==> config.mk <==
export PLATFORM = sky130hd
export DESIGN_NAME = eth_field_sequencer_flat
export DESIGN_NICKNAME = d
export VERILOG_FILES = /design/src/rtl/eth_pkg.sv /design/src/rtl/eth_fields_if.sv /design/src/rtl/eth_field_sequencer.sv /design/src/flat_wrapper.sv
export SDC_FILE = /design/constraint.sdc
export NUM_CORES = 1
export LEC_CHECK = 0
export ABC_AREA = 0
export CAP_MARGIN = 15
export CORE_MARGIN = 2
export CORE_UTILIZATION = 30
export DETAILED_ROUTE_END_ITERATION = 12
export PLACE_DENSITY_LB_ADDON = 0.08
export SLEW_MARGIN = 40
export SYNTH_ARGS = -nofsm -noshare
export SYNTH_HDL_FRONTEND = slang
export SYNTH_SLANG_ARGS = --single-unit
==> constraint.sdc <==
create_clock -name clk -period 1.9 [get_ports clk]
set_input_delay 0.285 -clock clk [delete_from_list [all_inputs] [get_ports clk]]
set_output_delay 0.285 -clock clk [all_outputs]
set_load 0.01 [all_outputs]
==> src/rtl/eth_pkg.sv <==
`default_nettype none
// ---------------------------------------------------------------------------
// Module : eth_pkg
// Brief  : Shared types and constants for the 1G MAC RX field sequencer.
// Rev    : 1.0
// ---------------------------------------------------------------------------
package eth_pkg;

    typedef enum logic [2:0] {
        ST_IDLE       = 3'd0,
        ST_PREAMBLE   = 3'd1,
        ST_DST_MAC    = 3'd2,
        ST_SRC_MAC    = 3'd3,
        ST_ETHER_TYPE = 3'd4,
        ST_PAYLOAD    = 3'd5,
        ST_DROP       = 3'd6
    } eth_rx_state_e;

    typedef enum logic [1:0] {
        ERR_NONE     = 2'd0,
        ERR_PREAMBLE = 2'd1,
        ERR_GIANT    = 2'd2
    } eth_err_e;

    typedef struct packed {
        logic ok;
        logic preamble;
        logic trunc;
        logic runt;
        logic giant;
    } eth_status_t;

    localparam logic [7:0] PREAMBLE_BYTE    = 8'h55;
    localparam logic [7:0] SFD_BYTE         = 8'hD5;
    localparam int         MAC_BYTES        = 6;
    localparam int         ETHER_TYPE_BYTES = 2;
    localparam int         CNT_W            = 11;

    function automatic logic [CNT_W-1:0] sat_inc(input logic [CNT_W-1:0] v);
        return (v == {CNT_W{1'b1}}) ? v : v + 1'b1;
    endfunction

endpackage
`default_nettype wire

==> src/rtl/eth_fields_if.sv <==
`default_nettype none
// ---------------------------------------------------------------------------
// Module : eth_fields_if
// Brief  : Per-byte field flags from the RX sequencer to field extractors.
// Rev    : 1.0
// ---------------------------------------------------------------------------
interface eth_fields_if;
    logic is_preamble_or_sfd;
    logic is_dst_mac;
    logic is_src_mac;
    logic is_ether_type;
    logic is_payload_or_fcs;

    modport master (
        output is_preamble_or_sfd,
        output is_dst_mac,
        output is_src_mac,
        output is_ether_type,
        output is_payload_or_fcs
    );

    modport slave (
        input is_preamble_or_sfd,
        input is_dst_mac,
        input is_src_mac,
        input is_ether_type,
        input is_payload_or_fcs
    );
endinterface
`default_nettype wire

==> src/rtl/eth_field_sequencer.sv <==
`default_nettype none
// ---------------------------------------------------------------------------
// Module : eth_field_sequencer
// Brief  : Byte-wide RX field tracker with one end-of-frame status per frame.
// Rev    : 1.0
// ---------------------------------------------------------------------------
module eth_field_sequencer
    import eth_pkg::*;
#(
    parameter int MAX_PREAMBLE_BYTES = 7,
    parameter int MIN_PAYLOAD_FCS    = 50,
    parameter int MAX_FRAME_BYTES    = 1518
) (
    input  logic         clk,
    input  logic         rst,
    input  logic         rx_valid,
    input  logic [7:0]   rx_data,
    input  logic         rx_last,
    eth_fields_if.master fields,
    output logic         frame_done,
    output logic         frame_ok,
    output logic         err_preamble,
    output logic         err_trunc,
    output logic         err_runt,
    output logic         err_giant
);

    localparam int PRE_W = $clog2(MAX_PREAMBLE_BYTES + 1);

    eth_rx_state_e    r_state,   w_state;
    eth_err_e         r_err,     w_err;
    logic [PRE_W-1:0] r_pre_cnt, w_pre_cnt;
    logic [2:0]       r_fld_cnt, w_fld_cnt;
    logic [CNT_W-1:0] r_len_cnt, w_len_cnt;
    logic [CNT_W-1:0] r_pay_cnt, w_pay_cnt;
    logic             r_done,    w_done;
    eth_status_t      r_status,  w_status;

    logic             w_flag_pre, w_flag_dst, w_flag_src, w_flag_et, w_flag_pay;
    logic [CNT_W-1:0] w_len_inc, w_pay_inc;

    assign w_len_inc = sat_inc(r_len_cnt);
    assign w_pay_inc = sat_inc(r_pay_cnt);

    always_comb begin
        w_state    = r_state;
        w_err      = r_err;
        w_pre_cnt  = r_pre_cnt;
        w_fld_cnt  = r_fld_cnt;
        w_len_cnt  = r_len_cnt;
        w_pay_cnt  = r_pay_cnt;
        w_done     = 1'b0;
        w_status   = '0;
        w_flag_pre = 1'b0;
        w_flag_dst = 1'b0;
        w_flag_src = 1'b0;
        w_flag_et  = 1'b0;
        w_flag_pay = 1'b0;

        if (rx_valid) begin
            case (r_state)
                ST_IDLE: begin
                    if (rx_data == PREAMBLE_BYTE) begin
                        w_flag_pre = 1'b1;
                        if (rx_last) begin
                            w_done         = 1'b1;
                            w_status.trunc = 1'b1;
                        end else begin
                            w_state   = ST_PREAMBLE;
                            w_pre_cnt = PRE_W'(1);
                        end
                    end else if (!rx_last) begin
                        // Mid-frame garbage (e.g. tail after reset): swallow silently.
                        w_state = ST_DROP;
                        w_err   = ERR_NONE;
                    end
                end

                ST_PREAMBLE: begin
                    if (rx_data == SFD_BYTE) begin
                        w_flag_pre = 1'b1;
                        if (rx_last) begin
                            w_state        = ST_IDLE;
                            w_done         = 1'b1;
                            w_status.trunc = 1'b1;
                        end else begin
                            w_state   = ST_DST_MAC;
                            w_fld_cnt = '0;
                            w_len_cnt = '0;
                            w_pay_cnt = '0;
                        end
                    end else if (rx_data == PREAMBLE_BYTE &&
                                 r_pre_cnt < PRE_W'(MAX_PREAMBLE_BYTES)) begin
                        w_flag_pre = 1'b1;
                        if (rx_last) begin
                            w_state        = ST_IDLE;
                            w_done         = 1'b1;
                            w_status.trunc = 1'b1;
                        end else begin
                            w_pre_cnt = r_pre_cnt + 1'b1;
                        end
                    end else begin
                        w_flag_pre = (rx_data == PREAMBLE_BYTE);
                        if (rx_last) begin
                            w_state           = ST_IDLE;
                            w_done            = 1'b1;
                            w_status.preamble = 1'b1;
                        end else begin
                            w_state = ST_DROP;
                            w_err   = ERR_PREAMBLE;
                        end
                    end
                end

                ST_DST_MAC, ST_SRC_MAC, ST_ETHER_TYPE: begin
                    w_flag_dst = (r_state == ST_DST_MAC);
                    w_flag_src = (r_state == ST_SRC_MAC);
                    w_flag_et  = (r_state == ST_ETHER_TYPE);
                    w_len_cnt  = w_len_inc;
                    if (rx_last) begin
                        w_state        = ST_IDLE;
                        w_done         = 1'b1;
                        w_status.trunc = 1'b1;
                    end else if (r_state == ST_ETHER_TYPE) begin
                        if (r_fld_cnt == 3'(ETHER_TYPE_BYTES - 1)) begin
                            w_state   = ST_PAYLOAD;
                            w_fld_cnt = '0;
                        end else begin
                            w_fld_cnt = r_fld_cnt + 1'b1;
                        end
                    end else if (r_fld_cnt == 3'(MAC_BYTES - 1)) begin
                        w_state   = (r_state == ST_DST_MAC) ? ST_SRC_MAC : ST_ETHER_TYPE;
                        w_fld_cnt = '0;
                    end else begin
                        w_fld_cnt = r_fld_cnt + 1'b1;
                    end
                end

                ST_PAYLOAD: begin
                    if (r_len_cnt >= CNT_W'(MAX_FRAME_BYTES)) begin
                        if (rx_last) begin
                            w_state        = ST_IDLE;
                            w_done         = 1'b1;
                            w_status.giant = 1'b1;
                        end else begin
                            w_state = ST_DROP;
                            w_err   = ERR_GIANT;
                        end
                    end else begin
                        w_flag_pay = 1'b1;
                        w_len_cnt  = w_len_inc;
                        w_pay_cnt  = w_pay_inc;
                        if (rx_last) begin
                            w_state = ST_IDLE;
                            w_done  = 1'b1;
                            if (w_pay_inc < CNT_W'(MIN_PAYLOAD_FCS)) begin
                                w_status.runt = 1'b1;
                            end else begin
                                w_status.ok = 1'b1;
                            end
                        end
                    end
                end

                ST_DROP: begin
                    if (rx_last) begin
                        w_state = ST_IDLE;
                        w_err   = ERR_NONE;
                        w_done  = (r_err != ERR_NONE);
                        w_status.preamble = (r_err == ERR_PREAMBLE);
                        w_status.giant    = (r_err == ERR_GIANT);
                    end
                end

                default: begin
                    w_state = ST_IDLE;
                end
            endcase
        end
    end

    always_ff @(posedge clk or posedge rst) begin
        if (rst) begin
            r_state   <= ST_IDLE;
            r_err     <= ERR_NONE;
            r_pre_cnt <= '0;
            r_fld_cnt <= '0;
            r_len_cnt <= '0;
            r_pay_cnt <= '0;
            r_done    <= 1'b0;
            r_status  <= '0;
        end else begin
            r_state   <= w_state;
            r_err     <= w_err;
            r_pre_cnt <= w_pre_cnt;
            r_fld_cnt <= w_fld_cnt;
            r_len_cnt <= w_len_cnt;
            r_pay_cnt <= w_pay_cnt;
            r_done    <= w_done;
            r_status  <= w_status;
        end
    end

    assign fields.is_preamble_or_sfd = w_flag_pre;
    assign fields.is_dst_mac         = w_flag_dst;
    assign fields.is_src_mac         = w_flag_src;
    assign fields.is_ether_type      = w_flag_et;
    assign fields.is_payload_or_fcs  = w_flag_pay;

    assign frame_done   = r_done;
    assign frame_ok     = r_status.ok;
    assign err_preamble = r_status.preamble;
    assign err_trunc    = r_status.trunc;
    assign err_runt     = r_status.runt;
    assign err_giant    = r_status.giant;

endmodule
`default_nettype wire

==> src/flat_wrapper.sv <==
// flat-port wrapper written by rule: the top's interface ports become plain ports
module eth_field_sequencer_flat import eth_pkg::*;
#(
    parameter int MAX_PREAMBLE_BYTES = 7,
    parameter int MIN_PAYLOAD_FCS    = 50,
    parameter int MAX_FRAME_BYTES    = 1518
)
  (clk, rst, rx_valid, rx_data, rx_last, frame_done, frame_ok, err_preamble, err_trunc, err_runt, err_giant, fields_is_preamble_or_sfd, fields_is_dst_mac, fields_is_src_mac, fields_is_ether_type, fields_is_payload_or_fcs);
  eth_fields_if fields_i ();
  input  logic clk;
  input  logic rst;
  input  logic rx_valid;
  input  logic [7:0] rx_data;
  input  logic rx_last;
  output logic frame_done;
  output logic frame_ok;
  output logic err_preamble;
  output logic err_trunc;
  output logic err_runt;
  output logic err_giant;
  output wire logic [$bits(fields_i.is_preamble_or_sfd)-1:0] fields_is_preamble_or_sfd;
  output wire logic [$bits(fields_i.is_dst_mac)-1:0] fields_is_dst_mac;
  output wire logic [$bits(fields_i.is_src_mac)-1:0] fields_is_src_mac;
  output wire logic [$bits(fields_i.is_ether_type)-1:0] fields_is_ether_type;
  output wire logic [$bits(fields_i.is_payload_or_fcs)-1:0] fields_is_payload_or_fcs;
  assign fields_is_preamble_or_sfd = fields_i.is_preamble_or_sfd;
  assign fields_is_dst_mac = fields_i.is_dst_mac;
  assign fields_is_src_mac = fields_i.is_src_mac;
  assign fields_is_ether_type = fields_i.is_ether_type;
  assign fields_is_payload_or_fcs = fields_i.is_payload_or_fcs;
  eth_field_sequencer #(.MAX_PREAMBLE_BYTES(MAX_PREAMBLE_BYTES), .MIN_PAYLOAD_FCS(MIN_PAYLOAD_FCS), .MAX_FRAME_BYTES(MAX_FRAME_BYTES)) u_core (.clk(clk), .rst(rst), .rx_valid(rx_valid), .rx_data(rx_data), .rx_last(rx_last), .fields(fields_i), .frame_done(frame_done), .frame_ok(frame_ok), .err_preamble(err_preamble), .err_trunc(err_trunc), .err_runt(err_runt), .err_giant(err_giant));
endmodule
# Word level (Yosys, flattened, before mapping)
# Cells that the tools add are included.
# word_totals
ff_bits	39
inputBits	12
out_inout_bits	11
elab_cells	146
# op_classes
add_sub_neg	4
magnitude_cmp	3
eq_ne	29
mux	82
reduce_logical	16
# ops
operator	n
$mux W3	23
$mux W11	6
$pmux W11 S3	1
$mux W1	32
$add A11 B1 Y11 const B	2
$eq A11 B11 Y1 const B	2
$pmux W11 S2	1
$mux W2	9
$ne A2 B2 Y1 const B	9
$pmux W3 S5	1
$reduce_and A5 Y1	3
$eq A3 B3 Y1 const B	4
$pmux W3 S2	2
$ge A11 B11 Y1 const B	1
$lt A11 B6 Y1 const B	1
$reduce_and A10 Y1	1
$eq A8 B7 Y1 const B	1
$eq A8 B8 Y1 const B	1
$ne A2 B1 Y1 const B	4
$pmux W2 S4	1
$reduce_bool A2 Y1	4
$reduce_and A7 Y1	1
$add A3 B1 Y3 const B	2
$eq A3 B1 Y1 const B	2
other kinds (16)	20

# Depth between registers and ports, before layout
# Gate-level depths: netlist of run 1.
# logic_depth
word_depth	8
mapped_depth	9
mapped_depth_nobuf	8

# Worst setup path after synthesis of run 1
# No wires, ideal clock.
# synth_timing
kind	flip-flop to flip-flop
start	reg u_core.r_len_cnt[1]
end	reg u_core.r_len_cnt[9]
setup_time_ns	0.077
arrival_ns	1.872
required_time_ns	1.823
slack_ns	-0.049
stages_incl_launch_ff	7
n_path_buf	0
synth_period_minus_slack_ns	1.949
path_cell_list	dfrtp_1 -> ha_1 -> o211a_1 -> o2111ai_2 -> nand4_4 -> or4_1 -> a21oi_1
# synth_via
elab_chain_cells	4
elab_cells_between_ends	8
classes_between	add/sub (1); order compare (1); eq/ne (2); mux (3); reduce/logical (1)
# synth_lines
element	line_no	rtl
from (decl)	eth_field_sequencer.sv:34	logic [CNT_W-1:0] r_len_cnt, w_len_cnt;
from (signal assigned)	eth_field_sequencer.sv:197	r_len_cnt <= w_len_cnt;
$add A11 B1 Y11 or $eq A11 B11 Y1 (tied branches)	eth_pkg.sv:40	return (v == {CNT_W{1'b1}}) ? v : v + 1'b1;
$mux W11	eth_pkg.sv:40	
$mux W11	eth_field_sequencer.sv:140	if (r_len_cnt >= CNT_W'(MAX_FRAME_BYTES)) begin
$pmux W11 S3	eth_field_sequencer.sv:61	case (r_state)
# Several ways; a longest one is shown, not always the timed one. The select of a mux whose other input is x is not followed.
# A chain may end at the register's enable or synchronous reset.

# Worst setup path after layout of run 1
# Ends and elaborated chain as after synthesis.

==> metrics.cfg, run 1 <==
[run_status]
status = finished with violations
violations = negative setup slack

[floorplanning]
start_util_pct = 31.12
fp.coreArea_um2 = 8806
row_count = 34
die_h_um = 99.57
chipWidth_um = 99.57
io_pins = 23
die_area_um2 = 9914

[timing]
tns_ns = -0.3262
hold_viol_final = 0
setup_violations = 8
skew_ns = 0.006938
rsz0062_at_grt = true
slew_viol_final = 0
relSlewSlack_pct = 71.18
min_period_over_period_pct = 105.1
period_needed_ns = 1.996
worst_slack_ns = -0.09614
worst_pin_slew_ns = 0.4297
fmax_mhz = 501.0

[synth]
ys_seq_area_share_pct = 35.62
syn_nets = 329
netlist_instances = 313
synth_area_um2 = 2740
synth_top_area_cell = dfrtp_1
avgSynthCellArea_um2 = 8.754
yosys-top-cells-area = dfrtp_1 (36%), o21ai_0 (4.0%), a21oi_1 (3.7%)
ys_top_cells_by_count = dfrtp_1 (39), nor2_1 (25), o21ai_0 (22)
yosysUniqueCellTypes = 72
synth_top_area_share_pct = 35.62
yosys_warnings = 0
synth_most_common_cell = dfrtp_1
ys_seq_elements = 39
async_flop_share_pct = 100.0
synth_edf_count = 0
synth_flop_cell = dfrtp_1

[clock_tree]
clk_pin_slew_worst_paths_ns = 0.08
cts_sinks = 39
cts_tree = done
insertion_delay_ns = 0.30
cts-buffers-inserted = 5
cts_root_buffer = clkbuf_8
clk_path_buf_depth = 2
htree_levels = 2

[global_route]
groute.usage.overall_pct = 17.24
grt_pass1_wl_um = 13830
grt_max_degree = 40
grt_overflow = 0
grt_pass1_vias = 2815
antenna_found_initial = 0

[finish]
n_antenna_cell = 0
n_fill_cell = 853
final-seq-area_um2 = 975.9
nets = 439
drive_gt1_share_pct = 34.67
multi_input_area_um2 = 1798
syn_to_final_growth_pct = 50.23

[critical_path]
crit_path_start_kind = flip-flop
crit_type = flip-flop to flip-flop
worst_setup_path_end_kind = flip-flop
ff2ff_setup_slack_ns = -0.1
cp.required_ns = 2.13
cp.arrival_ns = 2.22
cp_max_fo = 2

[pwr]
finalPower_mw = 4.215
p_per_area_nw_per_um2 = 1024
ir_worst_vdd_mv = 0.3831
leakagePower_nw = 1.835

[min_path]
hold_path.class = input port to asynchronous set/reset pin

[route]
vias_per_cell = 5.470
detail_route.wirelength_um = 8189
ant_nets = 0
drcViolationCount = 0
wl_per_cell_um = 15.39
vias = 2910
dr.first_iter.drc_count = 166
first_pass_iters = 4

[placement]
pre_cts_ws_ns = -0.4000
io_buffers = 22
gp_congestion = 0.8266
dp_hpwl_um = 5977

[run]
maxCapViolations = 0

-- through the flow --
stage / hold slack (ns) / utilization (%) / std cells / instance area (µm²)
3_5_place_dp: 0.5380 / 41.65 / 511 / 3667
5_1_grt: 0.3428 / 46.75 / 532 / 4116
2_1_floorplan: 0.4901 / - / 313 / 2764
6_report: 0.3206 / 46.75 / 532 / 4116
4_1_cts: 0.3315 / 44.80 / 528 / 3945
3_3_place_gp: 0.5288 / 41.65 / 511 / 3667
-- cell type report --
cell class | instances | area share, %
Timing Repair Buffer | 118 | 24.65
Multi-Input combinational cell | 244 | 43.68
Clock buffer | 6 | 1.763
Clock inverter | 2 | 1.459
Sequential cell | 39 | 23.71
Inverter | 15 | 1.459
Tap cell | 108 | 3.283
-- cell usage in the layout, fill, tap and decap left out, types with 5 or more instances in the layout --
cell	synthesis	routed
nor3_1	10	10
buf_4	0	83
clkdlybuf4s50_1	0	10
nand3_1	13	11
nand2_1	20	18
o21ai_0	22	18
inv_1	13	11
dlymetal6s2s_1	0	6
nor2_1	25	24
buf_6	3	12
o31ai_1	5	5
o21a_1	5	5
dfrtp_1	39	39
a31oi_1	12	12
a21oi_1	20	17
nand4_1	10	10
and3_1	8	8
clkbuf_8	0	5
-- timing repair --
action	CTS	global route
pin swaps	22	17
setup endpoints to repair	21	31
buffers inserted	11	4
hold buffers	0	0
hold endpoints to repair	0	0
gates resized for setup	35	36
-- worst paths after layout --
check,from,end,cells after the start
max,u_core.r_len_cnt[1]$_DFFE_PP0P_,u_core.r_len_cnt[9]$_DFFE_PP0P_,7
min in group clk,u_core.r_err[0]$_DFFE_PP0P_,u_core.r_err[0]$_DFFE_PP0P_,1
min reg2reg,u_core.r_err[0]$_DFFE_PP0P_,u_core.r_err[0]$_DFFE_PP0P_,1
min,rst,u_core.r_len_cnt[8]$_DFFE_PP0P_,3
max reg2reg,u_core.r_len_cnt[1]$_DFFE_PP0P_,u_core.r_len_cnt[9]$_DFFE_PP0P_,7
max in group asynchronous,rst,u_core.err_trunc$_DFF_PP0_,3
-- critical path, cell delays in order, from the launching register on --
cell and delay, ns:
dfrtp_1 0.43, ha_4 0.18, o211a_4 0.24, buf_6 0.12
o2111ai_4 0.21, nand4_4 0.10, or4_1 0.52, a21oi_1 0.12
-- per-layer routing --
layer | global-route usage [%] | wire length (µm) | up-vias
met2 | 27.29 | 3769 | 73
met3 | 2.881 | 314 | 14
met1 | 23.78 | 3934 | 1388
met5 | 0 | 0 | -
met4 | 6.112 | 171 | 0
li1 | - | - | 1435
-- power breakdown --
group / internal (mW) / total (mW) / switching, mW / leakage, nW
combinational: 1.10 / 2.27 / 1.17 / 1.24
sequential: 0.978 / 1.10 / 0.123 / 0.529
clock: 0.526 / 0.847 / 0.321 / 0.0654
-- flip-flops by register name (all words and copies together), names as in the netlist --
signal and flops:
u_core.err_giant 1, u_core.err_preamble 1, u_core.err_runt 1, u_core.err_trunc 1, u_core.frame_done 1, u_core.frame_ok 1, u_core.r_err 2, u_core.r_fld_cnt 3
u_core.r_len_cnt 11, u_core.r_pay_cnt 11, u_core.r_pre_cnt 3, u_core.r_state 3
-- kinds of logic after synthesis --
logic type	Yosys count	synth area share [%]
buf+inv	30	5.342
xor+xnor	4	1.279
compound gates	107	27.31
mux	6	2.374
flops	39	35.62
fa+ha+maj	4	1.827
simple gates	123	26.26
(Power assumes the default switching activity.)
==> run 2, diff against run 1 <==
- MAX_ROUTING_LAYER: unset -> met4
- clock period: 1.9 -> 2 ns (I/O delays scaled with it)
==> run 2 against run 1 <==
Net effect:
- the run now ends clean
- sequential power shrank 5%
- routed wire length shrank 2.6%
- clock power down 4.4%
- utilization fell by 2.1 points
- non-clock buffer count shrank 16
- die area is the same
- clock-buffer cell count stayed put
- sequential share of layout area rose by 1.1 points
- cell count shrank 3.0%
- power is 7.8% lower
- via count shrank 3.0%
- flip-flop and latch count did not move
==> metrics.cfg, run 2 (synthesis gave the netlist of run 1 again) <==
[timing]
worst_pin_slew_ns = 0.4558  ; was 0.4297 ns
fmax_mhz = 501.2
skew_ns = 0.008256  ; was 0.006938 ns
relSlewSlack_pct = 69.29  ; was 71.18%
min_period_over_period_pct = 99.76
hold_viol_final = 0  ; unchanged
whs_ns = 0.3573  ; was 0.3206 ns
worst_slack_ns = 0.004796  ; was -0.09614 ns
slew_viol_final = 0  ; unchanged
setup_violations = 0  ; was 8
rsz0062_at_grt = true  ; unchanged
period_needed_ns = 1.995

[clock_tree]
cts-buffers-inserted = 5  ; unchanged
cts_sinks = 39  ; unchanged
cts_tree = done  ; unchanged
cts_hold_buf = 0  ; unchanged
insertion_delay_ns = 0.30  ; about the same
cts_root_buffer = clkbuf_8  ; unchanged
clk_path_buf_depth = 2  ; unchanged
htree_levels = 2  ; unchanged
clk_pin_slew_worst_paths_ns = 0.08  ; about the same

[floorplanning]
fp.coreArea_um2 = 8806  ; unchanged
start_util_pct = 31.12  ; unchanged
die_h_um = 99.57  ; unchanged
row_count = 34  ; unchanged
die_area_um2 = 9914  ; unchanged
chipWidth_um = 99.57  ; unchanged
io_pins = 23  ; unchanged

[pwr]
ir_worst_vdd_mv = 0.4067  ; was 0.3831 mV
leakagePower_nw = 1.685  ; was 1.835 nW
p_per_area_nw_per_um2 = 987.8  ; was 1024 nW/µm²

[critical_path]
worst_setup_path_end_kind = output pin  ; was flip-flop
crit_start = u_core.r_len_cnt[1]$_DFFE_PP0P_  ; unchanged
cp.arrival_ns = 1.70  ; was 2.22 ns
crit_path_start_kind = flip-flop  ; unchanged
cp.required_ns = 1.70  ; was 2.13 ns
rr_worst_depth = 7  ; unchanged
reg2reg_to = u_core.r_len_cnt[9]$_DFFE_PP0P_  ; unchanged
crit_type = flip-flop to output pin  ; was flip-flop to flip-flop
cp_max_fo = 2  ; unchanged
ff2ff_setup_slack_ns = 0.01  ; was -0.1 ns
r2r_start = u_core.r_len_cnt[1]$_DFFE_PP0P_  ; unchanged

[min_path]
hold_path.class = input port to asynchronous set/reset pin  ; unchanged

[finish]
syn_to_final_growth_pct = 43.61  ; was 50.23%
reg.largest.list = u_core.r_len_cnt x11, u_core.r_pay_cnt x11  ; unchanged
final_common_cell = buf_4  ; unchanged
instances_no_fill = 516  ; was 532
nets = 423  ; was 439
drive_gt1_share_pct = 31.13  ; was 34.67%
n_antenna_cell = 0  ; unchanged
final_cell_mix = buf_4 (71), dfrtp_1 (39), nor2_1 (23), o21ai_0 (21), nand2_1 (19)  ; was buf_4 (83), dfrtp_1 (39), nor2_1 (24), o21ai_0 (18), nand2_1 (18)

[route]
dr.first_iter.drc_count = 146  ; was 166
wl_per_cell_um = 15.47  ; was 15.39 µm
vias = 2823  ; was 2,910
ant_nets = 0  ; unchanged
vias_per_cell = 5.471  ; was 5.470
drcViolationCount = 0  ; unchanged
detail_route.wirelength_um = 7980  ; was 8189 µm
first_pass_iters = 4  ; unchanged

[global_route]
grt_pass1_vias = 2646  ; was 2,815
antenna_found_initial = 0  ; unchanged
grt_overflow = 0  ; unchanged
grt_max_degree = 40  ; unchanged
grt_pass1_wl_um = 13020  ; was 13,830 µm
use_met3_pct = 1.897  ; was 2.881%
use_met2_pct = 26.77  ; was 27.29%
busiest_layer = met2  ; unchanged
grt_use_met1_pct = 22.33  ; was 23.78%
groute.usage.overall_pct = 16.70  ; was 17.24%

[placement]
dp.cells = 499  ; was 511
dp_hpwl_um = 5887  ; was 5977 µm
pre_cts_ws_ns = -0.2995  ; was -0.4000 ns
io_buffers = 22  ; unchanged
gp_congestion = 0.8440  ; was 0.8266

[run_status]
status = completed  ; was finished with violations

[run]
maxCapViolations = 0  ; unchanged

==> run 2: cell types whose count changed in the layout (fill, tap and decap cells not counted), moves of 2 or more <==
cell	delta
nor2_2	+2
o21ai_1	-2
a21oi_1	-2
dlymetal6s2s_1	-6
clkdlybuf4s50_1	+7
buf_4	-12
o21ai_0	+3
buf_6	-4
a21oi_2	+3
==> run 2: metrics by stage <==
step                      total power [mW]  utilization, %  setup TNS (ns)  cell area, µm²
final                                3.887           44.69               0            3935
after global routing                 4.144           44.69         -0.4175            3935
after CTS                            3.836           43.78         -0.7778            3855
after detailed placement             2.940           40.49          -3.454            3566
after global placement               2.951           40.49          -3.310            3566
after floorplan                      2.106               -               0            2740
==> run 2: how the worst max path moves through the flow <==
| stage | end | slack, ns |
|---|---|---|
| 3_3_place_gp | fields_is_preamble_or_sfd | -0.30 |
| 5_1_grt | fields_is_payload_or_fcs | -0.10 |
| 6_report | fields_is_payload_or_fcs | 0.005 |
| 3_5_place_dp | fields_is_preamble_or_sfd | -0.30 |
| 4_1_cts | u_core.r_pay_cnt[9]$_DFFE_PP0P_ | -0.16 |
| 2_1_floorplan | u_core.r_len_cnt[9]$_DFFE_PP0P_ | 0.05 |
==> run 2: critical path, cell delays in order (launching register included) <==
cell and delay [ns]:
dfrtp_1 0.42, ha_4 0.17, o211a_4 0.24, o211ai_1 0.16
buf_4 0.16, nand3_4 0.09, inv_4 0.07, buf_6 0.09
==> run 2: where the power goes <==
part	switching, mW	leakage, nW	internal (mW)
clock network	0.311	0.0654	0.499
logic	1.06	1.09	0.968
registers	0.118	0.529	0.929
==> run 2: repair_timing <==
action / in CTS / in global routing
pin swaps: 14 / 17
endpoints found under the setup margin: 17 / 28
gates cloned: 0 / 0
setup buffers: 7 / 7
gates resized for setup: 30 / 24
==> run 2: final cells by class <==
| cell class | instances | area (µm²) |
|---|---|---|
| Timing Repair Buffer | 102 | 865.8 |
| Tap cell | 108 | 135.1 |
| Clock inverter | 2 | 60.06 |
| Inverter | 15 | 62.56 |
| Multi-Input combinational cell | 244 | 1763 |
| Fill cell | 874 | 4871 |
| Sequential cell | 39 | 975.9 |
| Clock buffer | 6 | 72.57 |
==> run 2: layer usage <==
metal  wire length (µm)  share of wire, %  vias up
met3                246               3.1        7
li1                   -                 -     1408
met5                  0                 0        -
met2               3641                46       49
met4                114               1.4        0
met1               3977                50     1359
